[src/rtl/mem_arbiter_pkg.sv]
// Shared encodings for the byte-wide RAM arbiter: FSM states, access size codes, RAM timing.
package mem_arbiter_pkg;

   typedef enum logic [1:0] {
      IDLE  = 2'd0,
      READ  = 2'd1,
      WRITE = 2'd2,
      DONE  = 2'd3
   } state_t;

   localparam logic [1:0]  MEM_BYTE    = 2'b00;
   localparam logic [1:0]  MEM_HALF    = 2'b01;
   localparam logic [1:0]  MEM_WORD    = 2'b10;
   localparam int          RAM_LATENCY = 1;
   localparam logic [31:0] ZERO_WORD   = 32'h0000_0000;

   // Size code 11 is treated as a full word.
   function automatic logic [2:0] size_bytes(input logic [1:0] size);
      case (size)
         MEM_BYTE: return 3'd1;
         MEM_HALF: return 3'd2;
         default:  return 3'd4;
      endcase
   endfunction

endpackage

[src/rtl/mem_arbiter_if.sv]
// Requester (IF/MEM) and RAM-side signals of the arbiter; slave = arbiter, master = environment.
interface mem_arbiter_if #(parameter int ADDR_WIDTH = 32);

   logic                  if_req_i;
   logic [ADDR_WIDTH-1:0] if_addr_i;
   logic                  if_rdy_o;
   logic [31:0]           if_data_o;

   logic                  mem_req_i;
   logic                  mem_we_i;
   logic [1:0]            mem_size_i;
   logic [ADDR_WIDTH-1:0] mem_addr_i;
   logic [31:0]           mem_wdata_i;
   logic                  mem_rdy_o;
   logic [31:0]           mem_rdata_o;

   logic [ADDR_WIDTH-1:0] ram_addr_o;
   logic                  ram_wr_o;
   logic [7:0]            ram_dout_o;
   logic [7:0]            ram_din_i;

   logic                  busy_o;

   modport slave (
      input  if_req_i, if_addr_i,
      input  mem_req_i, mem_we_i, mem_size_i, mem_addr_i, mem_wdata_i,
      input  ram_din_i,
      output if_rdy_o, if_data_o, mem_rdy_o, mem_rdata_o,
      output ram_addr_o, ram_wr_o, ram_dout_o, busy_o
   );

   modport master (
      output if_req_i, if_addr_i,
      output mem_req_i, mem_we_i, mem_size_i, mem_addr_i, mem_wdata_i,
      output ram_din_i,
      input  if_rdy_o, if_data_o, mem_rdy_o, mem_rdata_o,
      input  ram_addr_o, ram_wr_o, ram_dout_o, busy_o
   );

endinterface

[src/rtl/mem_arbiter.sv]
// Fixed-priority (MEM over IF) arbiter serialising 1/2/4-byte accesses onto a byte RAM.
// Read rdy N+2 cycles after grant, write rdy N+1; requesters hold until their one-cycle rdy.
import mem_arbiter_pkg::*;

module mem_arbiter #(
   parameter int ADDR_WIDTH = 32
) (
   input logic          clk,
   input logic          rst,
   mem_arbiter_if.slave bus
);

   state_t                state, state_nxt;
   logic [ADDR_WIDTH-1:0] base, base_nxt;
   logic [ADDR_WIDTH-1:0] ram_addr, ram_addr_nxt;
   logic                  ram_wr, ram_wr_nxt;
   logic [7:0]            ram_dout, ram_dout_nxt;
   logic                  if_rdy, if_rdy_nxt;
   logic                  mem_rdy, mem_rdy_nxt;
   logic [31:0]           if_data, if_data_nxt;
   logic [31:0]           mem_rdata, mem_rdata_nxt;
   logic [31:0]           wdata, wdata_nxt;
   logic [31:0]           shift, shift_nxt;
   logic [31:0]           assembled;
   logic [2:0]            nbytes, nbytes_nxt;
   logic [2:0]            cnt, cnt_nxt;
   logic                  sel_mem, sel_mem_nxt;

   always_ff @(posedge clk) begin
      if (!rst) state <= IDLE;
      else      state <= state_nxt;
   end

   always_ff @(posedge clk) begin
      if (!rst) begin
         base      <= '0;
         ram_addr  <= '0;
         ram_wr    <= 1'b0;
         ram_dout  <= 8'h00;
         if_rdy    <= 1'b0;
         mem_rdy   <= 1'b0;
         if_data   <= ZERO_WORD;
         mem_rdata <= ZERO_WORD;
         wdata     <= ZERO_WORD;
         shift     <= ZERO_WORD;
         nbytes    <= 3'd0;
         cnt       <= 3'd0;
         sel_mem   <= 1'b0;
      end else begin
         base      <= base_nxt;
         ram_addr  <= ram_addr_nxt;
         ram_wr    <= ram_wr_nxt;
         ram_dout  <= ram_dout_nxt;
         if_rdy    <= if_rdy_nxt;
         mem_rdy   <= mem_rdy_nxt;
         if_data   <= if_data_nxt;
         mem_rdata <= mem_rdata_nxt;
         wdata     <= wdata_nxt;
         shift     <= shift_nxt;
         nbytes    <= nbytes_nxt;
         cnt       <= cnt_nxt;
         sel_mem   <= sel_mem_nxt;
      end
   end

   always_comb begin
      state_nxt     = state;
      base_nxt      = base;
      ram_addr_nxt  = ram_addr;
      ram_wr_nxt    = ram_wr;
      ram_dout_nxt  = ram_dout;
      if_rdy_nxt    = if_rdy;
      mem_rdy_nxt   = mem_rdy;
      if_data_nxt   = if_data;
      mem_rdata_nxt = mem_rdata;
      wdata_nxt     = wdata;
      shift_nxt     = shift;
      nbytes_nxt    = nbytes;
      cnt_nxt       = cnt;
      sel_mem_nxt   = sel_mem;

      // In READ, cnt-1 is the index of the byte currently on ram_din_i.
      assembled = shift;
      assembled[{cnt[1:0] - 2'd1, 3'b000} +: 8] = bus.ram_din_i;

      case (state)
         IDLE: begin
            if (bus.mem_req_i || bus.if_req_i) begin
               sel_mem_nxt  = bus.mem_req_i;
               base_nxt     = bus.mem_req_i ? bus.mem_addr_i : bus.if_addr_i;
               ram_addr_nxt = bus.mem_req_i ? bus.mem_addr_i : bus.if_addr_i;
               nbytes_nxt   = bus.mem_req_i ? size_bytes(bus.mem_size_i) : 3'd4;
               wdata_nxt    = bus.mem_wdata_i;
               cnt_nxt      = 3'd0;
               shift_nxt    = ZERO_WORD;
               if (bus.mem_req_i && bus.mem_we_i) begin
                  ram_wr_nxt   = 1'b1;
                  ram_dout_nxt = bus.mem_wdata_i[7:0];
                  state_nxt    = WRITE;
               end else begin
                  state_nxt    = READ;
               end
            end
         end
         READ: begin
            cnt_nxt = cnt + 3'd1;
            if (cnt + 3'd1 < nbytes)
               ram_addr_nxt = base + ADDR_WIDTH'(cnt + 3'd1);
            if (cnt >= 3'(RAM_LATENCY))
               shift_nxt = assembled;
            if (cnt == nbytes) begin
               if_rdy_nxt  = !sel_mem;
               mem_rdy_nxt = sel_mem;
               if (sel_mem) mem_rdata_nxt = assembled;
               else         if_data_nxt   = assembled;
               state_nxt   = DONE;
            end
         end
         WRITE: begin
            if (cnt + 3'd1 == nbytes) begin
               ram_wr_nxt  = 1'b0;
               mem_rdy_nxt = 1'b1;
               state_nxt   = DONE;
            end else begin
               cnt_nxt      = cnt + 3'd1;
               ram_addr_nxt = base + ADDR_WIDTH'(cnt + 3'd1);
               ram_dout_nxt = wdata[{cnt[1:0] + 2'd1, 3'b000} +: 8];
            end
         end
         DONE: begin
            if_rdy_nxt   = 1'b0;
            mem_rdy_nxt  = 1'b0;
            ram_addr_nxt = '0;
            state_nxt    = IDLE;
         end
         default: state_nxt = IDLE;
      endcase
   end

   assign bus.ram_addr_o  = ram_addr;
   assign bus.ram_wr_o    = ram_wr;
   assign bus.ram_dout_o  = ram_dout;
   assign bus.if_rdy_o    = if_rdy;
   assign bus.if_data_o   = if_data;
   assign bus.mem_rdy_o   = mem_rdy;
   assign bus.mem_rdata_o = mem_rdata;
   assign bus.busy_o      = (state != IDLE);

endmodule

[src/flat_wrapper.sv]
// flat-port wrapper written by rule: the top's interface ports become plain ports
module mem_arbiter_flat 
#(
   parameter int ADDR_WIDTH = 32
)
  (clk, rst, bus_if_req_i, bus_if_addr_i, bus_mem_req_i, bus_mem_we_i, bus_mem_size_i, bus_mem_addr_i, bus_mem_wdata_i, bus_ram_din_i, bus_if_rdy_o, bus_if_data_o, bus_mem_rdy_o, bus_mem_rdata_o, bus_ram_addr_o, bus_ram_wr_o, bus_ram_dout_o, bus_busy_o);
  mem_arbiter_if #(.ADDR_WIDTH(ADDR_WIDTH)) bus_i ();
  input logic clk;
  input logic rst;
  input wire logic [$bits(bus_i.if_req_i)-1:0] bus_if_req_i;
  input wire logic [$bits(bus_i.if_addr_i)-1:0] bus_if_addr_i;
  input wire logic [$bits(bus_i.mem_req_i)-1:0] bus_mem_req_i;
  input wire logic [$bits(bus_i.mem_we_i)-1:0] bus_mem_we_i;
  input wire logic [$bits(bus_i.mem_size_i)-1:0] bus_mem_size_i;
  input wire logic [$bits(bus_i.mem_addr_i)-1:0] bus_mem_addr_i;
  input wire logic [$bits(bus_i.mem_wdata_i)-1:0] bus_mem_wdata_i;
  input wire logic [$bits(bus_i.ram_din_i)-1:0] bus_ram_din_i;
  output wire logic [$bits(bus_i.if_rdy_o)-1:0] bus_if_rdy_o;
  output wire logic [$bits(bus_i.if_data_o)-1:0] bus_if_data_o;
  output wire logic [$bits(bus_i.mem_rdy_o)-1:0] bus_mem_rdy_o;
  output wire logic [$bits(bus_i.mem_rdata_o)-1:0] bus_mem_rdata_o;
  output wire logic [$bits(bus_i.ram_addr_o)-1:0] bus_ram_addr_o;
  output wire logic [$bits(bus_i.ram_wr_o)-1:0] bus_ram_wr_o;
  output wire logic [$bits(bus_i.ram_dout_o)-1:0] bus_ram_dout_o;
  output wire logic [$bits(bus_i.busy_o)-1:0] bus_busy_o;
  assign bus_i.if_req_i = bus_if_req_i;
  assign bus_i.if_addr_i = bus_if_addr_i;
  assign bus_i.mem_req_i = bus_mem_req_i;
  assign bus_i.mem_we_i = bus_mem_we_i;
  assign bus_i.mem_size_i = bus_mem_size_i;
  assign bus_i.mem_addr_i = bus_mem_addr_i;
  assign bus_i.mem_wdata_i = bus_mem_wdata_i;
  assign bus_i.ram_din_i = bus_ram_din_i;
  assign bus_if_rdy_o = bus_i.if_rdy_o;
  assign bus_if_data_o = bus_i.if_data_o;
  assign bus_mem_rdy_o = bus_i.mem_rdy_o;
  assign bus_mem_rdata_o = bus_i.mem_rdata_o;
  assign bus_ram_addr_o = bus_i.ram_addr_o;
  assign bus_ram_wr_o = bus_i.ram_wr_o;
  assign bus_ram_dout_o = bus_i.ram_dout_o;
  assign bus_busy_o = bus_i.busy_o;
  mem_arbiter #(.ADDR_WIDTH(ADDR_WIDTH)) u_core (.clk(clk), .rst(rst), .bus(bus_i));
endmodule
[config.mk]
export PLATFORM = sky130hd
export DESIGN_NAME = mem_arbiter_flat
export DESIGN_NICKNAME = d
export VERILOG_FILES = /design/src/rtl/mem_arbiter_pkg.sv /design/src/rtl/mem_arbiter_if.sv /design/src/rtl/mem_arbiter.sv /design/src/flat_wrapper.sv
export SDC_FILE = /design/constraint.sdc
export NUM_CORES = 1
export LEC_CHECK = 0
export ABC_AREA = 1
export CORE_ASPECT_RATIO = 1.5
export CORE_MARGIN = 8
export CORE_UTILIZATION = 46
export CTS_BUF_LIST = sky130_fd_sc_hd__clkbuf_4 sky130_fd_sc_hd__clkbuf_8 sky130_fd_sc_hd__clkbuf_16
export DETAILED_ROUTE_END_ITERATION = 10
export PLACE_DENSITY = 0.76
export SYNTH_ARGS = -nofsm -noshare
export SYNTH_HDL_FRONTEND = slang
export SYNTH_SLANG_ARGS = --single-unit
[constraint.sdc]
create_clock -name clk -period 2.35 [get_ports clk]
set_clock_uncertainty 0.15 [all_clocks]
set_input_delay 0.5875 -clock clk [delete_from_list [all_inputs] [get_ports clk]]
set_output_delay 0.5875 -clock clk [all_outputs]
set_load 0.01 [all_outputs]
==> run summary, run 1 <==
The run finished with clean final reports. Of the post-synthesis cell area, the dominant cell type holds 0.4203. The number of buffers added by the clock tree synthesis step is 21. In the post-synthesis netlist, the biggest area contributors are sky130_fd_sc_hd__dfxtp_1, sky130_fd_sc_hd__nand2_1, sky130_fd_sc_hd__a21oi_1. The worst setup path is captured at a register. The highest fanout seen on the critical path came out at 9. The global-route total usage across every layer is 0.2440.

The count of different cell masters after synthesis came out at 35. Setup violations remaining at the end of the flow were counted as 0. Setup repair after global routing could not meet its margin everywhere.

The number of buffers on the longest clock path is 3. In the routed layout, each cell is associated on average with a via count of 5.452. The power per cell area came out at 1014 nW/um^2. In the layout the commonest cells are sky130_fd_sc_hd__nand2_1, sky130_fd_sc_hd__a21oi_1, sky130_fd_sc_hd__clkdlybuf4s50_1. The per-instance average area after synthesis is 6.964 um^2.

The congestion estimate from routability-driven global placement came to 0.9690. The count of non-filler cells in the finished layout came out at 1946. The number of hold violations in the final report was 0. The fill cell total of the finished layout is 1997. The count of TritonRoute iterations in the first routing pass is 6.

The ratio of cells with drive above 1 in the final layout came out at 0.08303. The post-synth design cell area came out at 10100 um^2. After detailed placement, the design holds a cell count of 1910. The via count of the first global-routing pass is 10410.

The wire-length estimate of the detail-placed layout is 25060 um. The count of state elements after synthesis is 212. The first-iteration detailed-routing DRC count is 809. Leaving out fill and tap cells, the most frequent cell in the layout is sky130_fd_sc_hd__nand2_1. The highest clock rate is 445.1 MHz. The post-detailed-route DRC marker count came out at 0.

The first global-routing pass estimated 53450 um of wire. For this design, the CTS-stage hold fixing added 0 buffers. The worst hold margin came out at 0.3061 ns. The Yosys warning count came out at 0. The cell leakage power is 5.201 nW. In this run the tightest slew margin relative to its limit is 0.5993. The via count of the routed design is 10610.

In the final timing run, aggregate negative setup slack is 0 ns. The critical path is of the register to register type. The worst min-delay path class is register to register. The global route total overflow is 0. The share of the cycle needed by the critical path after routing came out at 0.9560.

The starting density of the core is 0.4667. TritonCTS built the clock tree. The area added between synthesis and finish is 35.08%.

The post-synthesis cell count is 1450. The floorplan die area came out at 27050 um^2. The synthesized design spends more area on one cell type than any other, namely sky130_fd_sc_hd__dfxtp_1. The overall die height came out at 197.5 um. The number of H-tree levels is 1.

The total chip power came out at 13.83 mW. The number of antenna violations at the first check in global routing is 0. The design area is 13640 um^2. The instance area at placement came out at 12780 um^2. The required time reported for the critical path endpoint came out at 2.63 ns.

After detailed routing, the total wire length is 33910 um. The sequential element share of the synthesized area came out at 0.4203. The number of buffers added on ports came out at 218.

The core box area is 21640 um^2. The root buffer cell chosen for the clock tree is sky130_fd_sc_hd__clkbuf_16. The worst-skew pair later-pin latency came out at 0.49 ns. The number of antenna cells inserted is 0. The max-slew violation count came out at 0. Once detail routing completed, the nets flagged for antenna violations numbered 0.

The count of standard-cell rows is 66. The horizontal die dimension came out at 137.0 um. The count of pins on the block boundary is 219. The worst setup path is launched from a register. The critical path arrival came out at 2.52 ns.

The maximum VDD drop is 0.0007268 V. The clock edge transition at the registers on the reported setup and hold paths is 0.07 ns. The slew at the pin with the worst max-slew slack came out at 0.6010 ns.

The net count reported at finish is 1792. After detailed routing, the average wire length per cell comes to 17.43 um. Entering global routing, the biggest net connects 93 pins.

The clock net in this run drives a total of 212 sinks. The net count after synthesis came out at 1580. The routed design could run at a clock period as short as 2.247 ns. Across the run, the number of max-cap violations was 0.
==> cell families after synthesis <==
kind of cell	synth area share
buffers and inverters	0.08798
flip-flops	0.4203
XOR/XNOR	0.004338
multiplexers	0.01883
AND/OR/NAND/NOR	0.2356
adder cells (fa/ha/maj)	0.02429
AO/OA/AOI/OAI	0.2087
==> sequential cells by signal, summed over array words and instances (netlist names), 8 cells and up <==
register                cells
u_core.shift               32
u_core.bus.if_data_o       32
u_core.base                32
u_core.bus.mem_rdata_o     32
u_core.bus.ram_addr_o      32
u_core.wdata               32
u_core.bus.ram_dout_o       8
==> per-layer routing <==
metal | vias to the layer above | wire (um) | track usage
met5 | - | 0 | 0
met4 | 0 | 1601 | 0.1191
met3 | 98 | 2211 | 0.04099
met2 | 402 | 17960 | 0.4536
met1 | 4892 | 12140 | 0.2561
li1 | 5217 | - | -
==> through the flow <==
stage,utilization,setup WS (ns)
6_report,0.6304,0.1035
5_1_grt,0.6304,-0.07088
4_1_cts,0.6241,0.02375
3_5_place_dp,0.5908,-0.07278
3_3_place_gp,0.5908,-0.006439
2_1_floorplan,-,0.002137
==> path summary, 6_finish.rpt <==
kind / to / slack (ns) / from / cells after the start
worst max-delay path: u_core.bus.if_data_o[29]$_SDFFE_PN0P_ / 0.10 / u_core.cnt[0]$_SDFFE_PN0P_ / 9
worst min register to register: u_core.wdata[16]$_SDFFE_PN0P_ / 0.31 / u_core.wdata[16]$_SDFFE_PN0P_ / 2
worst max register to register: u_core.bus.if_data_o[29]$_SDFFE_PN0P_ / 0.10 / u_core.cnt[0]$_SDFFE_PN0P_ / 9
worst min-delay path: u_core.wdata[16]$_SDFFE_PN0P_ / 0.31 / u_core.wdata[16]$_SDFFE_PN0P_ / 2
==> critical path, stage by stage, from the launching register on <==
cell and delay (ns):
sky130_fd_sc_hd__dfxtp_4 0.39, sky130_fd_sc_hd__inv_4 0.07, sky130_fd_sc_hd__ha_4 0.27, sky130_fd_sc_hd__buf_4 0.15, sky130_fd_sc_hd__inv_1 0.07, sky130_fd_sc_hd__buf_4 0.16
sky130_fd_sc_hd__nand3_1 0.28, sky130_fd_sc_hd__o22ai_1 0.35, sky130_fd_sc_hd__nand3_1 0.13, sky130_fd_sc_hd__a21oi_1 0.16
==> cells in the mapped netlist <==
cell type / instances
sky130_fd_sc_hd__inv_2: 4
sky130_fd_sc_hd__o21a_1: 2
sky130_fd_sc_hd__fa_1: 1
sky130_fd_sc_hd__nand4_1: 10
sky130_fd_sc_hd__nor2_4: 1
sky130_fd_sc_hd__dfxtp_1: 212
sky130_fd_sc_hd__buf_1: 3
sky130_fd_sc_hd__o21ai_1: 2
sky130_fd_sc_hd__nor3_1: 6
sky130_fd_sc_hd__nor2_1: 122
sky130_fd_sc_hd__and2_1: 3
sky130_fd_sc_hd__o22ai_1: 26
sky130_fd_sc_hd__a211oi_1: 8
sky130_fd_sc_hd__buf_2: 26
sky130_fd_sc_hd__inv_1: 128
sky130_fd_sc_hd__xnor2_1: 2
sky130_fd_sc_hd__nand3_1: 116
sky130_fd_sc_hd__nand2_1: 303
sky130_fd_sc_hd__ha_1: 18
sky130_fd_sc_hd__buf_4: 6
sky130_fd_sc_hd__o211ai_2: 1
sky130_fd_sc_hd__o211ai_1: 3
sky130_fd_sc_hd__nand3b_1: 1
sky130_fd_sc_hd__clkbuf_1: 53
sky130_fd_sc_hd__nand3_2: 1
sky130_fd_sc_hd__or2_2: 7
sky130_fd_sc_hd__a21oi_4: 1
sky130_fd_sc_hd__mux2i_1: 19
sky130_fd_sc_hd__clkinv_1: 2
sky130_fd_sc_hd__o221ai_1: 5
sky130_fd_sc_hd__xor2_1: 3
sky130_fd_sc_hd__nor2_2: 3
sky130_fd_sc_hd__a22oi_1: 1
sky130_fd_sc_hd__a21oi_1: 218
sky130_fd_sc_hd__o21ai_0: 133
==> timing repair <==
item,4_1_cts,5_1_grt
pin swaps,0,2
gates resized for setup,7,26
setup buffers,0,1
endpoints found under the setup margin,27,90
==> power breakdown <==
group | total, mW | internal (mW) | switching (mW)
Sequential | 4.90 | 4.35 | 0.552
Clock | 3.42 | 2.03 | 1.39
Combinational | 5.51 | 2.12 | 3.39
==> final cells by class <==
type | instances | area (um^2) | area share
multi-input combinational | 1016 | 5110 | 0.3746
clock buffer | 32 | 658.1 | 0.04825
clock inverter | 3 | 42.54 | 0.003119
tap | 272 | 340.3 | 0.02495
inverter | 134 | 506.7 | 0.03715
sequential | 212 | 4255 | 0.3120
timing repair buffer | 277 | 2726 | 0.1999
Note: power is estimated with default switching activity, not from simulation.
==> inputs of run 2 (changes only) <==
--- a/config.mk
+++ b/config.mk
@@ -10,6 +10,7 @@
 export CORE_MARGIN = 8
 export CORE_UTILIZATION = 46
 export CTS_BUF_LIST = sky130_fd_sc_hd__clkbuf_4 sky130_fd_sc_hd__clkbuf_8 sky130_fd_sc_hd__clkbuf_16
+export CTS_CLUSTER_DIAMETER = 40
 export DETAILED_ROUTE_END_ITERATION = 10
 export PLACE_DENSITY = 0.76
 export SYNTH_ARGS = -nofsm -noshare
==> run 2 against run 1 <==
Against the previous run:
- maximum frequency fell by 0.90%
- sequential cell count did not move
- clock-buffer cell count fell by 4
- die area did not move
- worst setup slack got worse by 0.020 ns
- highest routed layer unchanged
==> run summary, run 2 (synthesized netlist as in run 1, its figures left out) <==
The worst setup path is of the register to register kind. The count of standard-cell rows is 66 (unchanged). The number of buffers added by the clock tree synthesis step is 25 (+19%). The worst min-delay path class is register to register. The fraction of power consumed by sequential logic came out at 0.340 (-0.014).

The flow ran to the end, and the final reports show no timing, DRC or antenna violations. The maximum VDD drop was 0.0006689 V (-8.0%). The total placed cells including tap cells came out at 1910 (unchanged). The floorplan die area is 27050 um^2 (unchanged). The net count reported at finish came out at 1801 (+0.50%). The average wire per cell in the routed design was 17.61 um (+1.1%). The register-to-register setup slack was 0.08 ns (-0.02 ns). The total clock sinks came out at 212 (unchanged). The starting density of the core came out at 0.4667 (unchanged). The internal power is 8.841 mW (+4.0%). The depth of the worst register-to-register path came to 13 (+4). The worst slew margin relative to its limit came out at 0.6007 (+0.001406).

The number of antenna violations at the first check in global routing is 0 (unchanged). The cell class contributing the biggest share of worst-path delay is simple AND/OR/NAND/NOR gates. The max-slew violation count came to 0 (unchanged). The placer's final routability congestion estimate is 0.9690 (unchanged). The capture endpoint of the worst hold path is u_core.bus.ram_wr_o$_SDFFE_PN0P_. The clock period minus final worst setup slack is 2.267 ns (+0.02041 ns). The highest fanout seen on the critical path was 5 (-4). On the critical path, the stage with the largest delay is an instance of sky130_fd_sc_hd__dfxtp_4.

The number of buffers and inverters on the critical path came out at 5 (+1). The signal on the critical path passes through inv_1 > buf_4 > nor3_4 > ha_4 > nand2_1 > inv_1 > nand2_1 > nand3_2 > buf_6 > buf_4 > nand4_1 > nand3_1 > a21oi_1. The number of max-cap violations came out at 0 (unchanged). The number of failing setup endpoints in the final timing report came out at 0 (unchanged). The number of H-tree levels is 1 (unchanged). The post-detailed-route DRC marker count came to 0 (unchanged).

The count of pins on the block boundary was 219 (unchanged). The hold buffer count at cts was 0 (unchanged). The clock tree root buffer cell is sky130_fd_sc_hd__clkbuf_16. The largest net degree at the start of global routing came to 93 (unchanged). The worst reg2reg path endpoint is u_core.bus.ram_addr_o[17]$_SDFFE_PN0P_.

The worst-skew pair later-pin latency came out at 0.51 ns (+0.02 ns). The slew at the pin with the worst max-slew slack was 0.5989 ns (-0.002109 ns). The number of stages on the worst hold path came out at 2 (unchanged). The global-route total usage across every layer came out at 0.2458 (+0.001827). The combinational power share is 0.392 (-0.007). The top cell types in the final layout, fill and taps aside, are sky130_fd_sc_hd__nand2_1, sky130_fd_sc_hd__a21oi_1, sky130_fd_sc_hd__clkdlybuf4s50_1. The minimum setup slack after placement is -0.07278 ns (unchanged). The setup slack after layout came to 0.08304 ns (-0.02041 ns).

The ratio of cells with drive above 1 in the final layout is 0.09668 (+0.01364). The number of buffers added on ports came out at 218 (unchanged). The worst hold path begins at u_core.bus.ram_wr_o$_SDFFE_PN0P_.

The number of antenna cells inserted came out at 0 (unchanged). The horizontal die dimension is 137.0 um (unchanged). The highest clock rate came to 441.1 MHz (-0.90%). The worst register-to-register path begins at u_core.cnt[1]$_SDFFE_PN0P_. From synthesis to final layout, the design area changed by 37.56%. The share of the cycle needed by the critical path after routing is 0.9647 (+0.008684).

The switching share of power is 0.3875 (+0.002191). The via count of the first global-routing pass is 10430 (+0.17%). The vias per cell came out at 5.431 (-0.38%). STA classifies the critical path endpoint as a register. The core box area came out at 21640 um^2 (unchanged). The wire length reported by the detailed router came to 34490 um (+1.7%). The overall die height is 197.5 um (unchanged). The number of buffers on the longest clock path was 3 (unchanged).

The half-perimeter wire length after placement is 25060 um (unchanged). The cell leakage power is 5.281 nW (+1.5%). The required time reported for the critical path endpoint is 2.65 ns (+0.02 ns). The clock edge transition at the registers on the reported setup and hold paths is 0.07 ns (about the same). The global route total overflow is 0 (unchanged). Leaving out fill and tap cells, the most frequent cell in the layout is sky130_fd_sc_hd__nand2_1. The first-iteration detailed-routing DRC count came out at 759 (-6.2%). The count of non-filler cells in the finished layout is 1958 (+0.62%). The delay of the slowest cell on the worst path came out at 0.37 ns (-0.02 ns). The wire length of the first global-routing pass came out at 53760 um (+0.59%). The power per cell area is 1039 nW/um^2 (+2.5%). The via count of the routed design came out at 10630 (+0.24%).

The number of hold violations in the final report came out at 0 (unchanged). The critical path arrival is 2.56 ns (+0.04 ns). TritonCTS built the clock tree. The switching power of the nets is 5.592 mW (+5.0%). The count of TritonRoute iterations in the first routing pass came out at 6 (unchanged). The kind of start point of the critical path is a register. The number of antenna-violating nets in the routed design is 0 (unchanged).

The clock network fraction of design power came out at 0.268 (+0.021). The total chip power is 14.43 mW (+4.4%).
-- run 2: changes by cell type in the layout (fill, tap and decap cells not counted), moves of 4 or more --
| cell | before | now |
|---|---|---|
| sky130_fd_sc_hd__clkbuf_8 | 8 | 3 |
| sky130_fd_sc_hd__o22ai_2 | 8 | 12 |
| sky130_fd_sc_hd__o22ai_1 | 18 | 14 |
| sky130_fd_sc_hd__clkbuf_16 | 21 | 26 |
| sky130_fd_sc_hd__buf_4 | 49 | 53 |
-- run 2: power groups by stage --
stage / clock (mW) / sequential (mW) / combinational, mW
floorplan: 0 / 4.90 / 3.13
global placement: 0 / 4.93 / 5.32
detailed placement: 0 / 4.93 / 5.42
CTS: 3.90 / 4.87 / 5.44
global route: 4.07 / 4.99 / 6.17
finish: 3.86 / 4.91 / 5.66
-- run 2: worst max-delay path by stage --
stage	startpoint	to	slack, ns	depth (start not counted)
4_1_cts	u_core.state[1]$_SDFFE_PN0P_	bus_busy_o	0.0003	4
3_5_place_dp	u_core.cnt[1]$_SDFFE_PN0P_	u_core.bus.ram_addr_o[23]$_SDFFE_PN0P_	-0.07	11
2_1_floorplan	u_core.cnt[1]$_SDFFE_PN0P_	u_core.bus.ram_addr_o[16]$_SDFFE_PN0P_	0.002	11
6_report	u_core.cnt[1]$_SDFFE_PN0P_	u_core.bus.ram_addr_o[17]$_SDFFE_PN0P_	0.08	13
3_3_place_gp	u_core.cnt[1]$_SDFFE_PN0P_	u_core.bus.ram_addr_o[26]$_SDFFE_PN0P_	-0.006	14
5_1_grt	u_core.cnt[1]$_SDFFE_PN0P_	u_core.bus.ram_addr_o[30]$_SDFFE_PN0P_	-0.04	15
-- run 2: area by class of cell --
cell class | instances | area, um^2
fillers | 1953 | 7746
well taps | 272 | 340.3
multi-input cells | 1016 | 5181
inverters | 134 | 506.7
clock buffers | 28 | 666.9
repair buffers | 282 | 2781
clock inverters | 14 | 155.1
flip-flops and latches | 212 | 4258
-- run 2: repair_timing --
action                                  in CTS  in global routing
cloned                                       0                  2
pin swaps                                    0                  4
endpoints found under the setup margin      34                 93
resized for setup                            8                 39
buffers inserted                             0                  4
-- run 2: per-stage QoR --
step                        util  TNS [ns]  cell area (um^2)  hold slack [ns]
final                     0.6420         0             13890           0.3067
after floorplan                -         0             10100           0.2745
after detailed placement  0.5908   -0.2876             12780           0.3005
after global placement    0.5908  -0.01199             12780           0.2921
after global routing      0.6420   -0.3699             13890           0.3241
after CTS                 0.6302         0             13630           0.3097
-- run 2: per-layer routing --
layer,part of all wire,vias to the layer above,GRT usage,routed length (um)
met2,0.53,413,0.4543,18120
met4,0.052,0,0.1260,1808
met1,0.36,4877,0.2600,12390
met3,0.063,98,0.03819,2167
li1,-,5246,-,-
met5,0,-,0,0
-- run 2: worst register-to-register path: stages (launching register included) --
cell and delay, ns:
sky130_fd_sc_hd__dfxtp_4 0.37, sky130_fd_sc_hd__inv_1 0.09, sky130_fd_sc_hd__buf_4 0.17, sky130_fd_sc_hd__nor3_4 0.20, sky130_fd_sc_hd__ha_4 0.26, sky130_fd_sc_hd__nand2_1 0.10
sky130_fd_sc_hd__inv_1 0.05, sky130_fd_sc_hd__nand2_1 0.10, sky130_fd_sc_hd__nand3_2 0.10, sky130_fd_sc_hd__buf_6 0.15, sky130_fd_sc_hd__buf_4 0.13, sky130_fd_sc_hd__nand4_1 0.06
sky130_fd_sc_hd__nand3_1 0.14, sky130_fd_sc_hd__a21oi_1 0.15
